==> src/rtl/fir_mac_sched_if.sv <==
// Handshake and coefficient-write bundle for the folded FIR controller.
// The slave modport is the filter's view of the bus; the master modport belongs to whoever drives it.
interface fir_mac_sched_if #(
    parameter int DW = 16,
    parameter int CW = 14,
    parameter int OW = 26
);
    logic                 coef_we;
    logic [2:0]           coef_addr;
    logic signed [CW-1:0] coef_wdata;
    logic                 in_valid;
    logic                 in_ready;
    logic signed [DW-1:0] in_data;
    logic                 out_valid;
    logic                 out_ready;
    logic signed [OW-1:0] out_data;
    logic                 busy;

    modport master (
        output coef_we, coef_addr, coef_wdata, in_valid, in_data, out_ready,
        input  in_ready, out_valid, out_data, busy
    );

    modport slave (
        input  coef_we, coef_addr, coef_wdata, in_valid, in_data, out_ready,
        output in_ready, out_valid, out_data, busy
    );
endinterface

==> src/rtl/fir_mac_sched.sv <==
// Folded NTAPS-tap FIR: one multiplier and one accumulator walk the taps, one per cycle.
// Coefficients sit in a shadow bank and are copied to the active bank when a sample is accepted.
module fir_mac_sched #(
    parameter int NTAPS = 6,
    parameter int DW    = 16,
    parameter int CW    = 14,
    parameter int OW    = 26
) (
    input logic            clk,
    input logic            reset,
    fir_mac_sched_if.slave bus
);
    localparam int TW = (NTAPS > 1) ? $clog2(NTAPS) : 1;

    typedef enum logic [1:0] {S_IDLE, S_MAC, S_HOLD} state_t;

    state_t               r_state;
    state_t               w_next;
    logic signed [DW-1:0] r_x      [NTAPS];
    logic signed [CW-1:0] r_shadow [NTAPS];
    logic signed [CW-1:0] r_active [NTAPS];
    logic signed [CW-1:0] w_fwd    [NTAPS];
    logic signed [OW-1:0] r_acc;
    logic [TW-1:0]        r_tap;
    logic signed [OW-1:0] r_out_data;
    logic                 r_out_valid;

    logic                 w_accept;
    logic                 w_last;
    logic                 w_release;
    logic signed [DW-1:0] w_x_sel;
    logic signed [CW-1:0] w_c_sel;
    logic signed [OW-1:0] w_prod;
    logic signed [OW-1:0] w_sum;

    // Shadow bank as seen this cycle, with a same-cycle write already applied.
    always_comb begin
        for (int k = 0; k < NTAPS; k++) begin
            w_fwd[k] = r_shadow[k];
            if (bus.coef_we && (bus.coef_addr == 3'(k)))
                w_fwd[k] = bus.coef_wdata;
        end
    end

    always_comb begin
        w_x_sel = '0;
        w_c_sel = '0;
        for (int k = 0; k < NTAPS; k++) begin
            if (r_tap == TW'(k)) begin
                w_x_sel = r_x[k];
                w_c_sel = r_active[k];
            end
        end
    end

    // Sign-extending both operands to OW before multiplying yields the full-precision
    // product reduced mod 2^OW, i.e. sign-extension or truncation as the widths dictate.
    assign w_prod = OW'(w_x_sel) * OW'(w_c_sel);
    assign w_sum  = r_acc + w_prod;

    assign w_accept  = (r_state == S_IDLE) && bus.in_valid;
    assign w_last    = (r_state == S_MAC) && (r_tap == TW'(NTAPS - 1));
    assign w_release = (r_state == S_HOLD) && bus.out_ready;

    always_comb begin
        w_next = r_state;
        case (r_state)
            S_IDLE:  if (w_accept)  w_next = S_MAC;
            S_MAC:   if (w_last)    w_next = S_HOLD;
            S_HOLD:  if (w_release) w_next = S_IDLE;
            default: w_next = S_IDLE;
        endcase
    end

    always_ff @(posedge clk) begin
        if (reset) r_state <= S_IDLE;
        else       r_state <= w_next;
    end

    always_ff @(posedge clk) begin
        if (reset) begin
            for (int k = 0; k < NTAPS; k++) begin
                r_x[k]      <= '0;
                r_shadow[k] <= '0;
                r_active[k] <= '0;
            end
            r_acc       <= '0;
            r_tap       <= '0;
            r_out_data  <= '0;
            r_out_valid <= 1'b0;
        end else begin
            for (int k = 0; k < NTAPS; k++)
                r_shadow[k] <= w_fwd[k];

            if (w_accept) begin
                r_x[0] <= bus.in_data;
                for (int k = 1; k < NTAPS; k++)
                    r_x[k] <= r_x[k-1];
                for (int k = 0; k < NTAPS; k++)
                    r_active[k] <= w_fwd[k];
                r_acc <= '0;
                r_tap <= '0;
            end

            if (r_state == S_MAC) begin
                r_acc <= w_sum;
                r_tap <= r_tap + 1'b1;
                if (w_last) begin
                    r_out_data  <= w_sum;
                    r_out_valid <= 1'b1;
                end
            end

            if (w_release)
                r_out_valid <= 1'b0;
        end
    end

    assign bus.in_ready  = (r_state == S_IDLE);
    assign bus.busy      = (r_state != S_IDLE);
    assign bus.out_valid = r_out_valid;
    assign bus.out_data  = r_out_data;
endmodule

==> src/flat_wrapper.sv <==
// flat-port wrapper written by rule: the top's interface ports become plain ports
module fir_mac_sched_flat 
#(
    parameter int NTAPS = 6,
    parameter int DW    = 16,
    parameter int CW    = 14,
    parameter int OW    = 26
)
  (clk, reset, bus_coef_we, bus_coef_addr, bus_coef_wdata, bus_in_valid, bus_in_data, bus_out_ready, bus_in_ready, bus_out_valid, bus_out_data, bus_busy);
  fir_mac_sched_if #(.DW(DW), .CW(CW), .OW(OW)) bus_i ();
  input logic clk;
  input logic reset;
  input wire logic [$bits(bus_i.coef_we)-1:0] bus_coef_we;
  input wire logic [$bits(bus_i.coef_addr)-1:0] bus_coef_addr;
  input wire logic [$bits(bus_i.coef_wdata)-1:0] bus_coef_wdata;
  input wire logic [$bits(bus_i.in_valid)-1:0] bus_in_valid;
  input wire logic [$bits(bus_i.in_data)-1:0] bus_in_data;
  input wire logic [$bits(bus_i.out_ready)-1:0] bus_out_ready;
  output wire logic [$bits(bus_i.in_ready)-1:0] bus_in_ready;
  output wire logic [$bits(bus_i.out_valid)-1:0] bus_out_valid;
  output wire logic [$bits(bus_i.out_data)-1:0] bus_out_data;
  output wire logic [$bits(bus_i.busy)-1:0] bus_busy;
  assign bus_i.coef_we = bus_coef_we;
  assign bus_i.coef_addr = bus_coef_addr;
  assign bus_i.coef_wdata = bus_coef_wdata;
  assign bus_i.in_valid = bus_in_valid;
  assign bus_i.in_data = bus_in_data;
  assign bus_i.out_ready = bus_out_ready;
  assign bus_in_ready = bus_i.in_ready;
  assign bus_out_valid = bus_i.out_valid;
  assign bus_out_data = bus_i.out_data;
  assign bus_busy = bus_i.busy;
  fir_mac_sched #(.NTAPS(NTAPS), .DW(DW), .CW(CW), .OW(OW)) u_core (.clk(clk), .reset(reset), .bus(bus_i));
endmodule
==> config.mk <==
export PLATFORM = sky130hd
export DESIGN_NAME = fir_mac_sched_flat
export DESIGN_NICKNAME = d
export VERILOG_FILES = /design/src/rtl/fir_mac_sched_if.sv /design/src/rtl/fir_mac_sched.sv /design/src/flat_wrapper.sv
export SDC_FILE = /design/constraint.sdc
export NUM_CORES = 1
export LEC_CHECK = 0
export BUFFER_PORTS_ARGS = -buffer_cell sky130_fd_sc_hd__buf_2
export CORE_MARGIN = 2
export CORE_UTILIZATION = 51
export CTS_CLUSTER_SIZE = 20
export DETAILED_ROUTE_END_ITERATION = 16
export PLACE_DENSITY = 0.7
export SETUP_SLACK_MARGIN = 0.02
export SYNTH_ARGS = -nofsm -noshare
export SYNTH_HDL_FRONTEND = slang
export SYNTH_SLANG_ARGS = --single-unit
==> constraint.sdc <==
create_clock -name clk -period 8.1 [get_ports clk]
set_clock_uncertainty 0.1 [all_clocks]
set_input_delay 1.62 -clock clk [delete_from_list [all_inputs] [get_ports clk]]
set_output_delay 1.62 -clock clk [all_outputs]
set_load 0.01 [all_outputs]
=== After elaboration in Yosys (flattened, before gate mapping) ===
Memory sizes are Yosys's and may differ from the RTL's.
Cells that the tools add are included.

* Bits in read-only memories: 0
* Memories kept: 3
* Bits in registers: 58
* Output and inout port bits: 29
* Word-level logic and storage cells: 111
* Bits of input ports: 38
* Latch bits: 0
* Memory bits (writable): 264

{| class="wikitable"
|+ Memories
! memory !! words !! bits a word !! rd ports !! clocked after Yosys merged registers in !! write ports !! RTL line !! RTL
|-
| u_core.r_x || 6 || 16 || 6 || 0 || 6 || fir_mac_sched.sv:19 || <nowiki>logic signed [DW-1:0] r_x [NTAPS];</nowiki>
|-
| u_core.r_active || 6 || 14 || 6 || 0 || 6 || fir_mac_sched.sv:21 || <nowiki>logic signed [CW-1:0] r_active [NTAPS];</nowiki>
|-
| u_core.r_shadow || 6 || 14 || 6 || 0 || 6 || fir_mac_sched.sv:20 || <nowiki>logic signed [CW-1:0] r_shadow [NTAPS];</nowiki>
|}

* Multipliers: 1
* Reduce and logical (&&, ||, !) cells: 17
* Equality and inequality tests: 15
* Add/sub/neg operators: 2
* Shift-type cells: 0
* Bitwise operators: 18
* Div/mod/pow operators: 0
* Multiplexer cells: 50
* Order comparisons: 0

{| class="wikitable"
|+ Operators with widths
! kind !! count
|-
| 2-to-1 mux 14 bit || 24
|-
| 2-to-1 mux 16 bit || 12
|-
| 2-to-1 mux 26 bit || 2
|-
| adder 26 bit || 1
|-
| multiplier 16 x 14 -> 26 bit || 1
|-
| bitwise OR 1 bit || 18
|-
| equality test 3 x 2 -> 1 bit, second input constant || 4
|-
| equality test 3 bit, second input constant || 4
|-
| logical AND 1 bit || 9
|-
| equality test 3 x 1 -> 1 bit, second input constant || 2
|-
| zero test 3 bit || 2
|-
| 2-to-1 mux 1 bit || 6
|-
| 2-to-1 mux 2 bit || 3
|-
| 2-to-1 mux 3 bit || 2
|-
| inequality test 2 x 1 -> 1 bit, second input constant || 3
|-
| case mux 2 bit (3 select lines) || 1
|-
| nonzero test 2 bit || 2
|-
| adder 3 x 1 -> 3 bit, second input constant || 1
|-
| AND reduction 3 bit || 1
|-
| equality test 2 x 1 -> 1 bit, second input constant || 1
|-
| equality test 2 bit, second input constant || 1
|-
| zero test 2 bit || 1
|-
| AND reduction 2 bit || 1
|-
| OR reduction 2 bit || 1
|}

=== Depth between registers and ports, before layout ===
* Depth after elaboration: 10
* Depth in mapped cells: 38
* Depth with buffers taken out: 31

=== Worst setup path after synthesis ===
OpenSTA, ideal clock, no wires.

* Path kind: register to register
* From: register u_core.r_tap[2]
* To: register u_core.r_acc[25]
* Slack: -0.217 ns
* Data required time: 7.872 ns
* Arrival time: 8.089 ns
* Library setup time: 0.128 ns
* Stages on the path, launching flop included: 35
* Cell sequence: dfxtp_1 > buf_6 > buf_6 > buf_2 > inv_1 > ha_1 > clkbuf_1 > buf_2 > buf_2 > clkbuf_1 > nand2_1 > o311ai_0 > o211ai_1 > a21boi_1 > nor2_1 > inv_1 > fa_1 > fa_1 > inv_1 > fa_1 > fa_1 > fa_1 > inv_1 > fa_1 > inv_1 > ha_1 > a21oi_1 > o22ai_1 > o21ai_0 > o211ai_1 > o41ai_1 > o21ai_0 > xnor2_1 > a22oi_1 > nor2_1

* Longest elaborated chain between the ends: 10
* Elaborated cells on any way between the ends: 21
* Classes of those cells: add/sub: 1; mul: 1; eq/ne: 5; mux: 13; reduce/logical: 1

{| class="wikitable"
|+ Ends and longest elaborated chain
! element !! RTL line !! RTL
|-
| start, declared || fir_mac_sched.sv:24 || <nowiki>logic [TW-1:0] r_tap;</nowiki>
|-
| start signal, assigned || fir_mac_sched.sv:107 || <nowiki>r_tap <= r_tap + 1'b1;</nowiki>
|-
| zero test 3 bit || fir_mac_sched.sv:49 || <nowiki>if (r_tap == TW'(k)) begin</nowiki>
|-
| 2-to-1 mux 16 bit / 2-to-1 mux 14 bit (equally long branches) (6 in a row) || fir_mac_sched.sv:49 ||
|-
| multiplier 16 x 14 -> 26 bit (*) || fir_mac_sched.sv:58 || <nowiki>assign w_prod = OW'(w_x_sel) * OW'(w_c_sel);</nowiki>
|-
| adder 26 bit (*) || fir_mac_sched.sv:59 || <nowiki>assign w_sum = r_acc + w_prod;</nowiki>
|-
| 2-to-1 mux 26 bit (*) || fir_mac_sched.sv:105 || <nowiki>if (r_state == S_MAC) begin</nowiki>
|-
| end signal, assigned || fir_mac_sched.sv:106 || <nowiki>r_acc <= w_sum;</nowiki>
|-
| end, declared || fir_mac_sched.sv:23 || <nowiki>logic signed [OW-1:0] r_acc;</nowiki>
|}

Mark *: on every way between the ends. The rest lies on a longest branch, timed or not.
A chain may end at the register's enable or synchronous reset.

=== Worst setup path in the final report ===
* From: register u_core.r_tap[1]
* To: register u_core.r_out_data[23] (netlist: u_core.bus.out_data[23])

* Longest elaborated chain between the ends: 9
* Elaborated cells on any way between the ends: 22
* Classes of those cells: add/sub: 1; mul: 1; eq/ne: 5; mux: 12; reduce/logical: 3

{| class="wikitable"
|+ Ends and longest elaborated chain
! element !! RTL line !! RTL
|-
| zero test 3 bit || fir_mac_sched.sv:49 ||
|-
| 2-to-1 mux 16 bit / 2-to-1 mux 14 bit (equally long branches) (6 in a row) || fir_mac_sched.sv:49 ||
|-
| multiplier 16 x 14 -> 26 bit || fir_mac_sched.sv:58 ||
|-
| adder 26 bit || fir_mac_sched.sv:59 ||
|-
| end signal, assigned || fir_mac_sched.sv:109 || <nowiki>r_out_data <= w_sum;</nowiki>
|-
| end, declared || fir_mac_sched.sv:25 || <nowiki>logic signed [OW-1:0] r_out_data;</nowiki>
|}

Parallel ways exist; a longest one is shown, timed or not.

==> results.yml <==
setup_path:
  timing_worst_setup_path_type: "reg -> reg"
  crit_fanout: 12
  cpMostUsedCell: "inv_1"
  worstSetupEndpointType: "flip-flop"
  critical_path_required_ps: 8400
  max_stage_delay_ps: 530
  critical-path-slowest-cell: "fa_1"
  worstSetupStartpointType: "flip-flop"
  endpoint_arrival_time_on_the_critical_path_ps: 7980
synthesis:
  synth-seq-cells: 322
  postSynthNetCount: 2568
  post_synth_and_or_nand_nor_area_fraction_pct: 18.6
  post_synth_num_cell_types: 62
  synthFlopType: "edfxtp_1"
  synth-xor-area-share_pct: 1.75
  synth-async-reset-ratio_pct: 0
  synth_fa_ha_area_share_pct: 25.0
  synth_edf_count: 180
  postSynthCellCount: 2230
  synth_compound_gate_area_share_pct: 9.12
  synth-seq-area-share_pct: 38.3
  dominant_combinational_cell_family_by_area_after_synthesis: "adder cells"
  yosysWarnings: 0
  synthesis.area_um2: 21500
  post_synth_mux_area_share_pct: 0
  synth_area_per_cell_um2: 9.66
routing:
  routed_wirelength_um: 53900
  routed_wire_length_per_instance_um: 18.8
  routed-via-count: 15600
  drt-vias-per-instance: 5.44
  route.antenna.remaining_nets: 0
  drt_pre_antenna_iters: 5
  drt_first_iter_violations: 1096
  detail_route.drc_violations: 0
pwr:
  internal-power_uw: 4160
  combPwrFrac_pct: 48.6
  power.leakage_uw: 0.0105
  power.share.switching_pct: 38.6
  p_switching_uw: 2610
  sequentialPowerShare_pct: 27.9
  power_per_standard_cell_area_nw_per_um2: 279
  maximum_vdd_drop_uv: 248
  clock_power_share_pct: 23.5
placed_design:
  hpwl_um: 40900
  numPlacedInstances: 2805
  gpl.final_weighted_congestion: 0.912
  placement.io_buffers: 66
  post-place-ws_ps: 3.54
die:
  die_h_um: 210
  design.portCount: 67
  standard_cell_core_area_um2: 41900
  design.die.area_um2: 43900
  initial_utilization_pct: 51.5
  floorplan.rows: 75
  die_x_um: 210
clock_tree:
  cts_max_level: 2
  numCtsBuffers: 35
  cts_tree: "yes"
  postCtsHoldBufs: 0
  worst_setup_hold_path_clk_slew_ps: 70
  clk_latency_ps: 550
  clock_sinks: 322
  clock_tree.root_cell: "clkbuf_16"
  clock_path_buffers: 3
sta:
  setup_viol_count_final: 0
  final-hold-violation-count: 0
  fmax_ghz: 0.130
  worst_slew_margin_rel_pct: 21.1
  final-max-slew-violation-count: 0
  setup-tns-final_ps: 0
  worst_setup_slack_final_ps: 411
  worst_slew_pin_slew_ps: 1180
  fin_crit_sh_pct: 94.9
  finalCriticalPeriod_ps: 7690
global_routing:
  global_route_wire_length_before_repair_um: 85000
  grt_start_max_net_pins: 90
  grt_overflow_total: 0
  grt_pass1_vias: 15800
  groute.usage.overall_pct: 25.0
  antenna_violations_before_repair: 1
final_layout:
  areaGrowthSynthToFinish_pct: 12.7
  total_number_of_nets_in_the_final_design: 2648
  insertedDiodeCount: 0
  final-instance-count-excl-fill: 2874
  fillCellCount: 3591
  post_route_cells_drive_above_1_share_pct: 12.5
run_status:
  run_status: "completed"
min_path:
  worst_hold_path_type: "reg -> reg"
job:
  maximum_capacitance_violations: 0
-- logic make-up after synthesis --
logic type,count (synthesis)
and+or+nand+nor,849
buffers and inverters,406
DFF,322
AOI/OAI and AO/OA,313
adders and majority gates,300
xor gates and xnor gates,40
-- worst max-delay path, delay by kind of cell, from the launching register on --
kind                       cells  cell delay (ps)
DFF                            1              380
xor gates and xnor gates       1              190
AOI/OAI and AO/OA             10             1970
buffers and inverters         10              920
adders and majority gates      8             3500
and+or+nand+nor                5              470
-- power by group through the flow --
stage	clock network (µW)	logic (µW)	registers [µW]
finish	1590	3290	1890
global placement	0	3130	1920
global route	1680	3730	1900
detailed placement	0	3220	1930
floorplan	0	2330	1910
CTS	1620	3240	1890
-- cells in the mapped netlist (28+ instances only) --
| cell | instances | area, µm² |
|---|---|---|
| nor2b_1 | 103 | 644 |
| nor2_1 | 159 | 597 |
| inv_1 | 282 | 1060 |
| ha_1 | 82 | 1030 |
| nand2b_1 | 31 | 194 |
| xnor2_1 | 30 | 263 |
| edfxtp_1 | 180 | 5410 |
| fa_1 | 218 | 4360 |
| clkbuf_1 | 98 | 368 |
| nand3_1 | 28 | 140 |
| and2_1 | 110 | 688 |
| a21oi_1 | 165 | 826 |
| nand2_1 | 369 | 1390 |
| dfxtp_1 | 142 | 2840 |
-- area by class of cell --
type	instances	area (µm²)	share of cell area [%]
timing repair buffer	167	1170	4.83
tap	539	674	2.78
clock inverter	16	170	0.701
clock buffer	46	988	4.07
sequential	322	8250	34.0
inverter	282	1060	4.36
multi-input combinational	1502	12000	49.3
-- sequential cells by signal (all words and copies together), names as in the netlist --
signal	flops
u_core.bus.out_valid	1
u_core.r_x	96
u_core.bus.out_data	26
u_core.r_shadow	84
u_core.r_tap	3
u_core.r_state	2
u_core.r_active	84
u_core.r_acc	26
-- metrics by stage --
stage | power, µW | hold slack, ps | utilization, % | cell area, µm²
final | 6780 | 351 | 58.0 | 24300
after global routing | 7310 | 377 | 58.0 | 24300
after CTS | 6750 | 353 | 57.4 | 24000
after detailed placement | 5150 | 346 | 54.6 | 22800
after global placement | 5050 | 340 | 54.6 | 22800
after floorplan | 4240 | 334 | - | 21500
-- path summary, 6_finish.rpt --
| path | startpoint | to | slack (ps) | cells past startpoint |
|---|---|---|---|---|
| min reg2reg | u_core.bus.out_data[16] | u_core.bus.out_data[16] | 350 | 2 |
| max | u_core.r_tap[1] | u_core.bus.out_data[23] | 410 | 34 |
| max reg2reg | u_core.r_tap[1] | u_core.bus.out_data[23] | 410 | 34 |
| min | u_core.bus.out_data[16] | u_core.bus.out_data[16] | 350 | 2 |
-- metal layers --
metal | up-vias | track usage [%] | routed length, µm
li1 | 7298 | - | -
met1 | 7733 | 32.3 | 21700
met2 | 489 | 41.7 | 26700
met3 | 109 | 4.76 | 3430
met4 | 2 | 10.3 | 2110
met5 | - | 0 | 10
-- layout by cell type, fill, tap and decap left out, types with 6 or more instances in the layout --
cell / instances
and2_1: 106
xnor2_1: 30
edfxtp_1: 180
or2_2: 14
nand2_2: 8
a221oi_1: 21
nand3_1: 28
buf_2: 65
a21oi_1: 165
o211ai_1: 24
inv_1: 280
o21ai_0: 17
buf_4: 92
nor2b_1: 100
nor2_1: 156
o311ai_1: 14
nor3_1: 7
dfxtp_1: 140
fa_1: 218
ha_1: 78
nand2b_1: 29
nand2_1: 360
a21o_1: 9
xor2_1: 8
o21a_1: 6
clkbuf_16: 36
o21ai_1: 7
-- repair_timing --
| item | 4_1_cts | 5_1_grt |
|---|---|---|
| pin swaps | 0 | 8 |
| setup endpoints to repair | 3 | 18 |
| buffers inserted | 0 | 7 |
| resized for setup | 2 | 74 |
No activity file was read; power rests on OpenSTA's default activity.
